`src/rtl/usb_pkt_rx_if.sv`:
```
// usb_pkt_rx_if: RX byte stream in, decoded packet results out.
// master = transceiver/SIE side, slave = the packet decoder.
interface usb_pkt_rx_if;
    logic [7:0]  rx_data;
    logic        rx_active;
    logic        rx_valid;
    logic        rx_error;
    logic [3:0]  pid;
    logic [10:0] token_data;
    logic [7:0]  data_out;
    logic        data_valid;
    logic [10:0] byte_count;
    logic        pkt_end;
    logic        pkt_ok;
    logic        pkt_err;

    modport master (
        output rx_data, rx_active, rx_valid, rx_error,
        input  pid, token_data, data_out, data_valid,
        input  byte_count, pkt_end, pkt_ok, pkt_err
    );

    modport slave (
        input  rx_data, rx_active, rx_valid, rx_error,
        output pid, token_data, data_out, data_valid,
        output byte_count, pkt_end, pkt_ok, pkt_err
    );
endinterface

```
`src/rtl/usb_pkt_rx.sv`:
```
// usb_pkt_rx: USB receive packet decoder (PID, token CRC5, data CRC16, length).
// Define USB_PKT_RX_CRC16_EN to compile in data-packet CRC16 checking.
module usb_pkt_rx #(
    parameter int MAX_LEN = 64
) (
    input  logic          i_clk,
    input  logic          i_reset,
    usb_pkt_rx_if.slave   bus
);

    typedef enum logic [2:0] {
        S_IDLE,
        S_PID,
        S_TOKEN,
        S_DATA,
        S_HSHK,
        S_WAIT_END,
        S_DONE
    } state_t;

    localparam logic [4:0]  CRC5_INIT = 5'h1F;
    localparam logic [4:0]  CRC5_RES  = 5'h06;
    localparam logic [10:0] BABBLE    = 11'(MAX_LEN + 2);
`ifdef USB_PKT_RX_CRC16_EN
    localparam logic [15:0] CRC16_INIT = 16'hFFFF;
    localparam logic [15:0] CRC16_RES  = 16'hB001;
`endif

    function automatic logic [4:0] f_crc5(
        input logic [4:0] c,
        input logic [7:0] d
    );
        logic [4:0] r;
        r = c;
        for (int i = 0; i < 8; i++) begin
            if (r[0] ^ d[i]) r = (r >> 1) ^ 5'h14;
            else             r = r >> 1;
        end
        return r;
    endfunction

`ifdef USB_PKT_RX_CRC16_EN
    function automatic logic [15:0] f_crc16(
        input logic [15:0] c,
        input logic [7:0]  d
    );
        logic [15:0] r;
        r = c;
        for (int i = 0; i < 8; i++) begin
            if (r[0] ^ d[i]) r = (r >> 1) ^ 16'hA001;
            else             r = r >> 1;
        end
        return r;
    endfunction
`endif

    state_t      r_state;
    logic        r_act_d;
    logic        r_boot;
    logic        r_quiet;
    logic        r_err;
    logic [3:0]  r_pid;
    logic [10:0] r_token;
    logic [7:0]  r_b1;
    logic [1:0]  r_tcnt;
    logic [4:0]  r_crc5;
`ifdef USB_PKT_RX_CRC16_EN
    logic [15:0] r_crc16;
`endif
    logic [7:0]  r_buf0;
    logic [7:0]  r_buf1;
    logic [1:0]  r_bfill;
    logic [10:0] r_dcnt;
    logic [10:0] r_byte_count;
    logic [7:0]  r_data_out;
    logic        r_data_valid;
    logic        r_pkt_end;
    logic        r_pkt_ok;
    logic        r_pkt_err;

    logic        w_rise;
    logic        w_byte;
    logic        w_pid_ok;
    logic        w_pid_err;
    logic        w_take_pid;
    logic        w_babble;
    logic        w_tok_bad;
    logic        w_dat_bad;
    state_t      w_pid_next;

    assign w_rise   = bus.rx_active & ~r_act_d;
    assign w_byte   = bus.rx_valid & bus.rx_active & ~bus.rx_error;
    assign w_pid_ok = (bus.rx_data[7:4] == ~bus.rx_data[3:0]);
    assign w_babble = (r_dcnt == BABBLE);
    assign w_tok_bad = (r_tcnt != 2'd2) || (r_crc5 != CRC5_RES);
`ifdef USB_PKT_RX_CRC16_EN
    assign w_dat_bad = (r_dcnt < 11'd2) || (r_crc16 != CRC16_RES);
`else
    assign w_dat_bad = (r_dcnt < 11'd2);
`endif

    // The PID byte may arrive in PID state or together with the rising edge.
    assign w_take_pid = w_byte &&
        ((r_state == S_PID) ||
         ((r_state == S_IDLE) && w_rise && !r_boot));

    // Decode the PID byte into the next state; bad or special PIDs park.
    always_comb begin
        w_pid_next = S_WAIT_END;
        if (w_pid_ok) begin
            unique case (bus.rx_data[1:0])
                2'b01:   w_pid_next = S_TOKEN;
                2'b11:   w_pid_next = S_DATA;
                2'b10:   w_pid_next = S_HSHK;
                default: w_pid_next = S_WAIT_END;
            endcase
        end
        w_pid_err = (w_pid_next == S_WAIT_END);
    end

    // Packet FSM with all outputs registered.
    always_ff @(posedge i_clk) begin
        if (i_reset) begin
            r_state      <= S_IDLE;
            r_act_d      <= 1'b0;
            r_boot       <= 1'b1;
            r_quiet      <= 1'b0;
            r_err        <= 1'b0;
            r_pid        <= 4'd0;
            r_token      <= 11'd0;
            r_b1         <= 8'd0;
            r_tcnt       <= 2'd0;
            r_crc5       <= CRC5_INIT;
`ifdef USB_PKT_RX_CRC16_EN
            r_crc16      <= CRC16_INIT;
`endif
            r_buf0       <= 8'd0;
            r_buf1       <= 8'd0;
            r_bfill      <= 2'd0;
            r_dcnt       <= 11'd0;
            r_byte_count <= 11'd0;
            r_data_out   <= 8'd0;
            r_data_valid <= 1'b0;
            r_pkt_end    <= 1'b0;
            r_pkt_ok     <= 1'b0;
            r_pkt_err    <= 1'b0;
        end else begin
            r_act_d      <= bus.rx_active;
            r_boot       <= 1'b0;
            r_data_valid <= 1'b0;
            r_pkt_end    <= 1'b0;
            r_pkt_ok     <= 1'b0;
            r_pkt_err    <= 1'b0;

            if (w_take_pid) begin
                r_byte_count <= 11'd0;
                r_dcnt       <= 11'd0;
                r_bfill      <= 2'd0;
                r_tcnt       <= 2'd0;
                r_crc5       <= CRC5_INIT;
`ifdef USB_PKT_RX_CRC16_EN
                r_crc16      <= CRC16_INIT;
`endif
                r_err        <= w_pid_err;
                r_state      <= w_pid_next;
                if (w_pid_ok) r_pid <= bus.rx_data[3:0];
            end else begin
                unique case (r_state)
                    S_IDLE: begin
                        if (r_boot && bus.rx_active) begin
                            r_state <= S_WAIT_END;
                            r_quiet <= 1'b1;
                        end else if (w_rise) begin
                            r_err   <= bus.rx_error;
                            r_state <= bus.rx_error ? S_WAIT_END : S_PID;
                        end
                    end
                    S_PID: begin
                        if (!bus.rx_active) begin
                            r_err   <= 1'b1;
                            r_state <= S_DONE;
                        end else if (bus.rx_error) begin
                            r_err   <= 1'b1;
                            r_state <= S_WAIT_END;
                        end
                    end
                    S_TOKEN: begin
                        if (!bus.rx_active) begin
                            r_err   <= r_err | w_tok_bad;
                            r_state <= S_DONE;
                        end else if (bus.rx_error) begin
                            r_err   <= 1'b1;
                            r_state <= S_WAIT_END;
                        end else if (w_byte) begin
                            if (r_tcnt == 2'd2) begin
                                r_err   <= 1'b1;
                                r_state <= S_WAIT_END;
                            end else begin
                                r_crc5 <= f_crc5(r_crc5, bus.rx_data);
                                r_tcnt <= r_tcnt + 2'd1;
                                if (r_tcnt == 2'd0) r_b1 <= bus.rx_data;
                                else r_token <= {bus.rx_data[2:0], r_b1};
                            end
                        end
                    end
                    S_DATA: begin
                        if (!bus.rx_active) begin
                            r_err   <= r_err | w_dat_bad;
                            r_state <= S_DONE;
                        end else if (bus.rx_error) begin
                            r_err   <= 1'b1;
                            r_state <= S_WAIT_END;
                        end else if (w_byte) begin
                            if (w_babble) begin
                                r_err   <= 1'b1;
                                r_state <= S_WAIT_END;
                            end else begin
                                r_dcnt <= r_dcnt + 11'd1;
`ifdef USB_PKT_RX_CRC16_EN
                                r_crc16 <= f_crc16(r_crc16, bus.rx_data);
`endif
                                if (r_bfill == 2'd2) begin
                                    r_data_out   <= r_buf0;
                                    r_data_valid <= 1'b1;
                                    r_byte_count <= r_byte_count + 11'd1;
                                    r_buf0       <= r_buf1;
                                    r_buf1       <= bus.rx_data;
                                end else if (r_bfill == 2'd1) begin
                                    r_buf1  <= bus.rx_data;
                                    r_bfill <= 2'd2;
                                end else begin
                                    r_buf0  <= bus.rx_data;
                                    r_bfill <= 2'd1;
                                end
                            end
                        end
                    end
                    S_HSHK: begin
                        if (!bus.rx_active) begin
                            r_state <= S_DONE;
                        end else if (bus.rx_error || w_byte) begin
                            r_err   <= 1'b1;
                            r_state <= S_WAIT_END;
                        end
                    end
                    S_WAIT_END: begin
                        if (!bus.rx_active) begin
                            if (r_quiet) begin
                                r_quiet <= 1'b0;
                                r_state <= S_IDLE;
                            end else begin
                                r_state <= S_DONE;
                            end
                        end
                    end
                    S_DONE: begin
                        r_pkt_end <= 1'b1;
                        r_pkt_ok  <= ~r_err;
                        r_pkt_err <= r_err;
                        r_state   <= S_IDLE;
                    end
                    default: r_state <= S_IDLE;
                endcase
            end
        end
    end

    assign bus.pid        = r_pid;
    assign bus.token_data = r_token;
    assign bus.data_out   = r_data_out;
    assign bus.data_valid = r_data_valid;
    assign bus.byte_count = r_byte_count;
    assign bus.pkt_end    = r_pkt_end;
    assign bus.pkt_ok     = r_pkt_ok;
    assign bus.pkt_err    = r_pkt_err;

endmodule

```
`src/flat_wrapper.sv`:
```
// flat-port wrapper written by rule: the top's interface ports become plain ports
module usb_pkt_rx_flat 
#(
    parameter int MAX_LEN = 64
)
  (i_clk, i_reset, bus_rx_data, bus_rx_active, bus_rx_valid, bus_rx_error, bus_pid, bus_token_data, bus_data_out, bus_data_valid, bus_byte_count, bus_pkt_end, bus_pkt_ok, bus_pkt_err);
  usb_pkt_rx_if bus_i ();
  input  logic i_clk;
  input  logic i_reset;
  input wire logic [$bits(bus_i.rx_data)-1:0] bus_rx_data;
  input wire logic [$bits(bus_i.rx_active)-1:0] bus_rx_active;
  input wire logic [$bits(bus_i.rx_valid)-1:0] bus_rx_valid;
  input wire logic [$bits(bus_i.rx_error)-1:0] bus_rx_error;
  output wire logic [$bits(bus_i.pid)-1:0] bus_pid;
  output wire logic [$bits(bus_i.token_data)-1:0] bus_token_data;
  output wire logic [$bits(bus_i.data_out)-1:0] bus_data_out;
  output wire logic [$bits(bus_i.data_valid)-1:0] bus_data_valid;
  output wire logic [$bits(bus_i.byte_count)-1:0] bus_byte_count;
  output wire logic [$bits(bus_i.pkt_end)-1:0] bus_pkt_end;
  output wire logic [$bits(bus_i.pkt_ok)-1:0] bus_pkt_ok;
  output wire logic [$bits(bus_i.pkt_err)-1:0] bus_pkt_err;
  assign bus_i.rx_data = bus_rx_data;
  assign bus_i.rx_active = bus_rx_active;
  assign bus_i.rx_valid = bus_rx_valid;
  assign bus_i.rx_error = bus_rx_error;
  assign bus_pid = bus_i.pid;
  assign bus_token_data = bus_i.token_data;
  assign bus_data_out = bus_i.data_out;
  assign bus_data_valid = bus_i.data_valid;
  assign bus_byte_count = bus_i.byte_count;
  assign bus_pkt_end = bus_i.pkt_end;
  assign bus_pkt_ok = bus_i.pkt_ok;
  assign bus_pkt_err = bus_i.pkt_err;
  usb_pkt_rx #(.MAX_LEN(MAX_LEN)) u_core (.i_clk(i_clk), .i_reset(i_reset), .bus(bus_i));
endmodule
```
`config.mk`:
```
export PLATFORM = sky130hd
export DESIGN_NAME = usb_pkt_rx_flat
export DESIGN_NICKNAME = d
export VERILOG_FILES = /design/src/rtl/usb_pkt_rx_if.sv /design/src/rtl/usb_pkt_rx.sv /design/src/flat_wrapper.sv
export SDC_FILE = /design/constraint.sdc
export NUM_CORES = 1
export LEC_CHECK = 0
export CORE_ASPECT_RATIO = 1.2
export CORE_MARGIN = 5
export CORE_UTILIZATION = 60
export CTS_BUF_LIST = sky130_fd_sc_hd__clkbuf_8
export CTS_CLUSTER_DIAMETER = 80
export DETAILED_ROUTE_END_ITERATION = 12
export PLACE_DENSITY = 0.85
export SLEW_MARGIN = 40
export SYNTH_ARGS = -nofsm -noshare
export SYNTH_HDL_FRONTEND = slang
export SYNTH_SLANG_ARGS = --single-unit
```
`constraint.sdc`:
```
create_clock -name i_clk -period 5.5 [get_ports i_clk]
set_input_delay 0.825 -clock i_clk [delete_from_list [all_inputs] [get_ports i_clk]]
set_output_delay 0.825 -clock i_clk [all_outputs]
set_load 0.01 [all_outputs]
```
==> flow_results.org <==
** Worst setup path
- Category of the most critical setup path :: primary input to flip-flop
- Signal arrival time at the worst endpoint :: between 3 and 4 ns
- The critical path goes through clkdlybuf4s50_1, or3b_4, a2111oi_4, and2_1, a221o_1, o31ai_1.
- The worst setup path is launched from a primary input.
- Max incr delay on CP :: ~0.77 ns
- Of all nets on the critical path, the largest fanout is 15.
- Setup crit end kind :: flip-flop
- Critical-path top delay cell :: sky130_fd_sc_hd__clkdlybuf4s50_1
- CP required :: 5.73 ns

** Floorplan
- For this configuration, the core starts out at a cell density of 0.612.
- The floorplan has 33 rows.
- In this run the vertical extent of the chip is a little over 100 µm.
- Total core area :: between 6000 and 7000 µm²
- The die is about 86 µm wide.
- Area of the die :: between 8000 and 9000 µm²
- Io pins :: between 50 and 60

** Place
- Final estimated routing congestion in global placement :: ~0.8
- At the placement stage, the worst setup path has a slack of about 1.9 ns.
- Buffers added on ports :: 50
- Post-detailed-placement half-perimeter wirelength :: around 6200 µm

** GRT
- The first global-routing pass estimated 15000 µm of wire.
- Entering global routing, the biggest net connects 60 pins.
- Global-route total usage across every layer :: 0.210
- Initial antenna violation count :: 0
- Number of global-route vias before repair :: 3354
- GRT overflow :: 0

** Synthesis
- Cells after Synth :: 465
- Summing every instance area after synthesis gives roughly 4200 µm².
- Number of enable flip-flop cells after synthesis :: 0
- The Yosys step of the flow raised 0 warnings.
- Mean instance size in the synthesized netlist :: between 8 and 9 µm²
- Among all flip-flop cells after synthesis, the most frequent one is sky130_fd_sc_hd__dfxtp_1.
- The synthesized design contains just under 90 register bits.
- Syn Nets :: between 400 and 500
- Portion of the post-synthesis area used by sequential elements :: 0.427
- After synthesis, the share of flip-flops with an asynchronous set or reset is 0.
- Synth cell types :: 50

** Clocking
- The root buffer cell chosen for the clock tree is sky130_fd_sc_hd__clkbuf_8.
- Number of buffers inserted for hold repair after clock tree synthesis :: 0
- TritonCTS built the clock tree.
- The clock passes through at most 2 buffers.
- Number of clock buffers inserted by TritonCTS :: 9
- Clock-pin slew was measured on the worst setup and hold paths at 0.09 ns.
- Clock sink count :: 89
- Number of H-tree levels :: 3
- Number of setup buffers added after CTS :: 0
- The number of gates resized after CTS was 0.
- At the later pin of the worst-skew pair, clock insertion delay measures ~0.37 ns.

** Final layout
- Number of filler instances in the final layout :: ~530
- Of the cells placed in the final design, the portion with a size suffix greater than 1 is 0.0595.
- The net count of the finished layout is between 500 and 600.
- Final Core Density :: 0.716
- Relative area change from synthesis to final layout :: 17.0%
- Inserted Diodes :: 0

** Detailed routing
- Vias after detailed routing :: around 3.4k
- Number of design-rule violations left by the first detailed-router iteration :: between 150 and 200
- After detailed routing, the number of remaining DRC violations is 0.
- The detail route stage leaves a number of antenna-violating nets equal to 0.
- Vias per inst :: ~5.7
- In the final routed layout, each cell accounts on average for around 15 µm.
- The routed design has between 8000 and 9000 µm of wire.
- First-pass iteration count of the detailed router :: 4

** Pwr
- Power Density :: around 290 nW/µm²
- Static leakage :: about 1.7 nW
- Maximum vdd drop :: 0.153 mV

** Min path
- The path class of the tightest hold or removal check is flip-flop to flip-flop.

** Timing
- Max-slew violation total from the final report :: 0
- Tightest slew margin relative to the limit :: 0.491
- Setup violations remaining at the end of the flow were counted as 0.
- Final number of hold-violating endpoints :: 0
- Clock skew after layout :: about 0.011 ns
- The worst path needs about 3.1 ns of the cycle, external delays included.
- Hold is met by roughly 0.46 ns.
- PnR worst setup slack :: about 2.4 ns
- For the final routed database, the setup TNS stands at 0 ns.
- Derived from the worst setup path, the maximum achievable clock frequency is 0.325 GHz.
- Setup repair after global routing missed its margin :: false
- At the pin with the least slew margin, the transition time is between 0.7 and 0.8 ns.
- Dividing the final minimum period by the clock period gives 0.560.

** Run status
- The flow ran to the end, and the final reports show no timing, DRC or antenna violations.

** Job
- Max-cap violations in this run came to 0.
per-layer routing:
layer	part of all wire	up-vias	GRT usage
met4	0.011	0	0.0694
met3	0.036	10	0.0431
met1	0.43	1606	0.246
met2	0.52	59	0.380
li1	-	1690	-
met5	0	-	0
logic make-up (layout without fill, tap and decap cells):
logic type / Yosys count / after routing / share of synthesized area
AO/OA/AOI/OAI: 86 / 86 / 0.136
multiplexers: 31 / 31 / 0.0747
flip-flops: 89 / 89 / 0.427
AND/OR/NAND/NOR: 171 / 171 / 0.203
adder cells (fa/ha/maj): 11 / 11 / 0.0330
buffers and inverters: 41 / 80 / 0.0408
XOR/XNOR: 36 / 36 / 0.0855
final cells by class:
class / instances / area, µm² / area share
Multi-Input combinational cell: 335 / 2230 / 0.457
Sequential cell: 89 / 1780 / 0.365
Timing Repair Buffer: 51 / 505 / 0.104
Clock buffer: 9 / 124 / 0.0254
Tap cell: 87 / 109 / 0.0223
Clock inverter: 7 / 82.6 / 0.0169
Inverter: 13 / 48.8 / 0.0100
registers in the layout (all words and copies together) (netlist names):
register,flops
u_core.r_act_d,1
u_core.bus.data_out,8
u_core.r_err,1
u_core.r_b1,8
u_core.r_buf1,8
u_core.bus.byte_count,11
u_core.r_quiet,1
u_core.r_bfill,2
u_core.r_buf0,8
u_core.bus.pkt_ok,1
u_core.bus.pid,4
u_core.r_tcnt,2
u_core.bus.token_data,11
u_core.r_crc5,5
u_core.bus.data_valid,1
u_core.r_boot,1
u_core.bus.pkt_end,1
u_core.r_dcnt,11
u_core.r_state,3
u_core.bus.pkt_err,1
synthesized netlist by cell type, types with 2 or more instances:
cell | n | share of area
sky130_fd_sc_hd__dfxtp_1 | 89 | 0.43
sky130_fd_sc_hd__and3b_1 | 2 | 0.0042
sky130_fd_sc_hd__o211ai_1 | 4 | 0.0072
sky130_fd_sc_hd__clkbuf_1 | 15 | 0.013
sky130_fd_sc_hd__a31oi_1 | 2 | 0.0030
sky130_fd_sc_hd__or4_1 | 2 | 0.0036
sky130_fd_sc_hd__and2_1 | 5 | 0.0075
sky130_fd_sc_hd__or2_1 | 2 | 0.0030
sky130_fd_sc_hd__mux2i_1 | 30 | 0.072
sky130_fd_sc_hd__nand3_1 | 18 | 0.022
sky130_fd_sc_hd__inv_1 | 13 | 0.012
sky130_fd_sc_hd__and4_1 | 5 | 0.010
sky130_fd_sc_hd__xnor3_1 | 3 | 0.016
sky130_fd_sc_hd__buf_4 | 2 | 0.0036
sky130_fd_sc_hd__nor2b_1 | 2 | 0.0030
sky130_fd_sc_hd__nand4_1 | 10 | 0.015
sky130_fd_sc_hd__nand3b_1 | 2 | 0.0036
sky130_fd_sc_hd__nand2_1 | 36 | 0.032
sky130_fd_sc_hd__or3_1 | 4 | 0.0060
sky130_fd_sc_hd__a211oi_1 | 12 | 0.022
sky130_fd_sc_hd__o21a_1 | 2 | 0.0036
sky130_fd_sc_hd__xnor2_1 | 22 | 0.046
sky130_fd_sc_hd__a21oi_1 | 30 | 0.036
sky130_fd_sc_hd__buf_1 | 4 | 0.0036
sky130_fd_sc_hd__a221oi_1 | 2 | 0.0042
sky130_fd_sc_hd__nand2b_1 | 2 | 0.0030
sky130_fd_sc_hd__nor4_1 | 7 | 0.010
sky130_fd_sc_hd__o21ai_0 | 22 | 0.026
sky130_fd_sc_hd__nor2_1 | 63 | 0.057
sky130_fd_sc_hd__nor3_1 | 2 | 0.0024
sky130_fd_sc_hd__buf_2 | 7 | 0.0084
sky130_fd_sc_hd__xor2_1 | 11 | 0.023
sky130_fd_sc_hd__ha_1 | 11 | 0.033
sky130_fd_sc_hd__nor4b_1 | 2 | 0.0042
sky130_fd_sc_hd__o31ai_1 | 5 | 0.0090
stage by stage:
stage | cell area, µm² | power (W) | std cells
after global routing | 4880 | 0.00147 | 591
after global placement | 4660 | 0.000941 | 575
after CTS | 4870 | 0.00141 | 591
after floorplan | 4170 | 0.000899 | 465
after detailed placement | 4670 | 0.000950 | 575
final | 4880 | 0.00141 | 591
worst max-delay path: cells and delay by family:
kind | cells | cell delay, ns
compound gates | 3 | 0.79
buf+inv | 1 | 0.77
simple gates | 2 | 0.92
cell usage in the layout (no fill, tap or decap), types with 11 or more instances in the layout:
cell type and n:
sky130_fd_sc_hd__nand3_1 18, sky130_fd_sc_hd__a21oi_1 30, sky130_fd_sc_hd__a211oi_1 12, sky130_fd_sc_hd__xnor2_1 22, sky130_fd_sc_hd__xor2_1 11, sky130_fd_sc_hd__o21ai_0 22
sky130_fd_sc_hd__inv_1 13, sky130_fd_sc_hd__mux2i_1 30, sky130_fd_sc_hd__nor2_1 63, sky130_fd_sc_hd__dfxtp_1 89, sky130_fd_sc_hd__clkdlybuf4s50_1 49, sky130_fd_sc_hd__nand2_1 36
power breakdown:
group          internal [W]  leakage, nW  total [W]  switching (W)
Clock              0.000218       0.0988   0.000469       0.000252
Sequential         0.000666        0.719   0.000703      0.0000372
Combinational      0.000105        0.912   0.000237       0.000132
Total              0.000988         1.73    0.00141       0.000421
path summary, 6_finish.rpt:
kind	startpoint	to	slack (ns)	cells past startpoint
max	bus_rx_active	u_core.r_state[0]	2.42	6
min	u_core.r_b1[3]	u_core.bus.token_data[3]	0.46	2
max reg2reg	u_core.r_dcnt[9]	u_core.r_err	3.24	5
min reg2reg	u_core.r_b1[3]	u_core.bus.token_data[3]	0.46	2
Note: power is estimated with default switching activity, not from simulation.
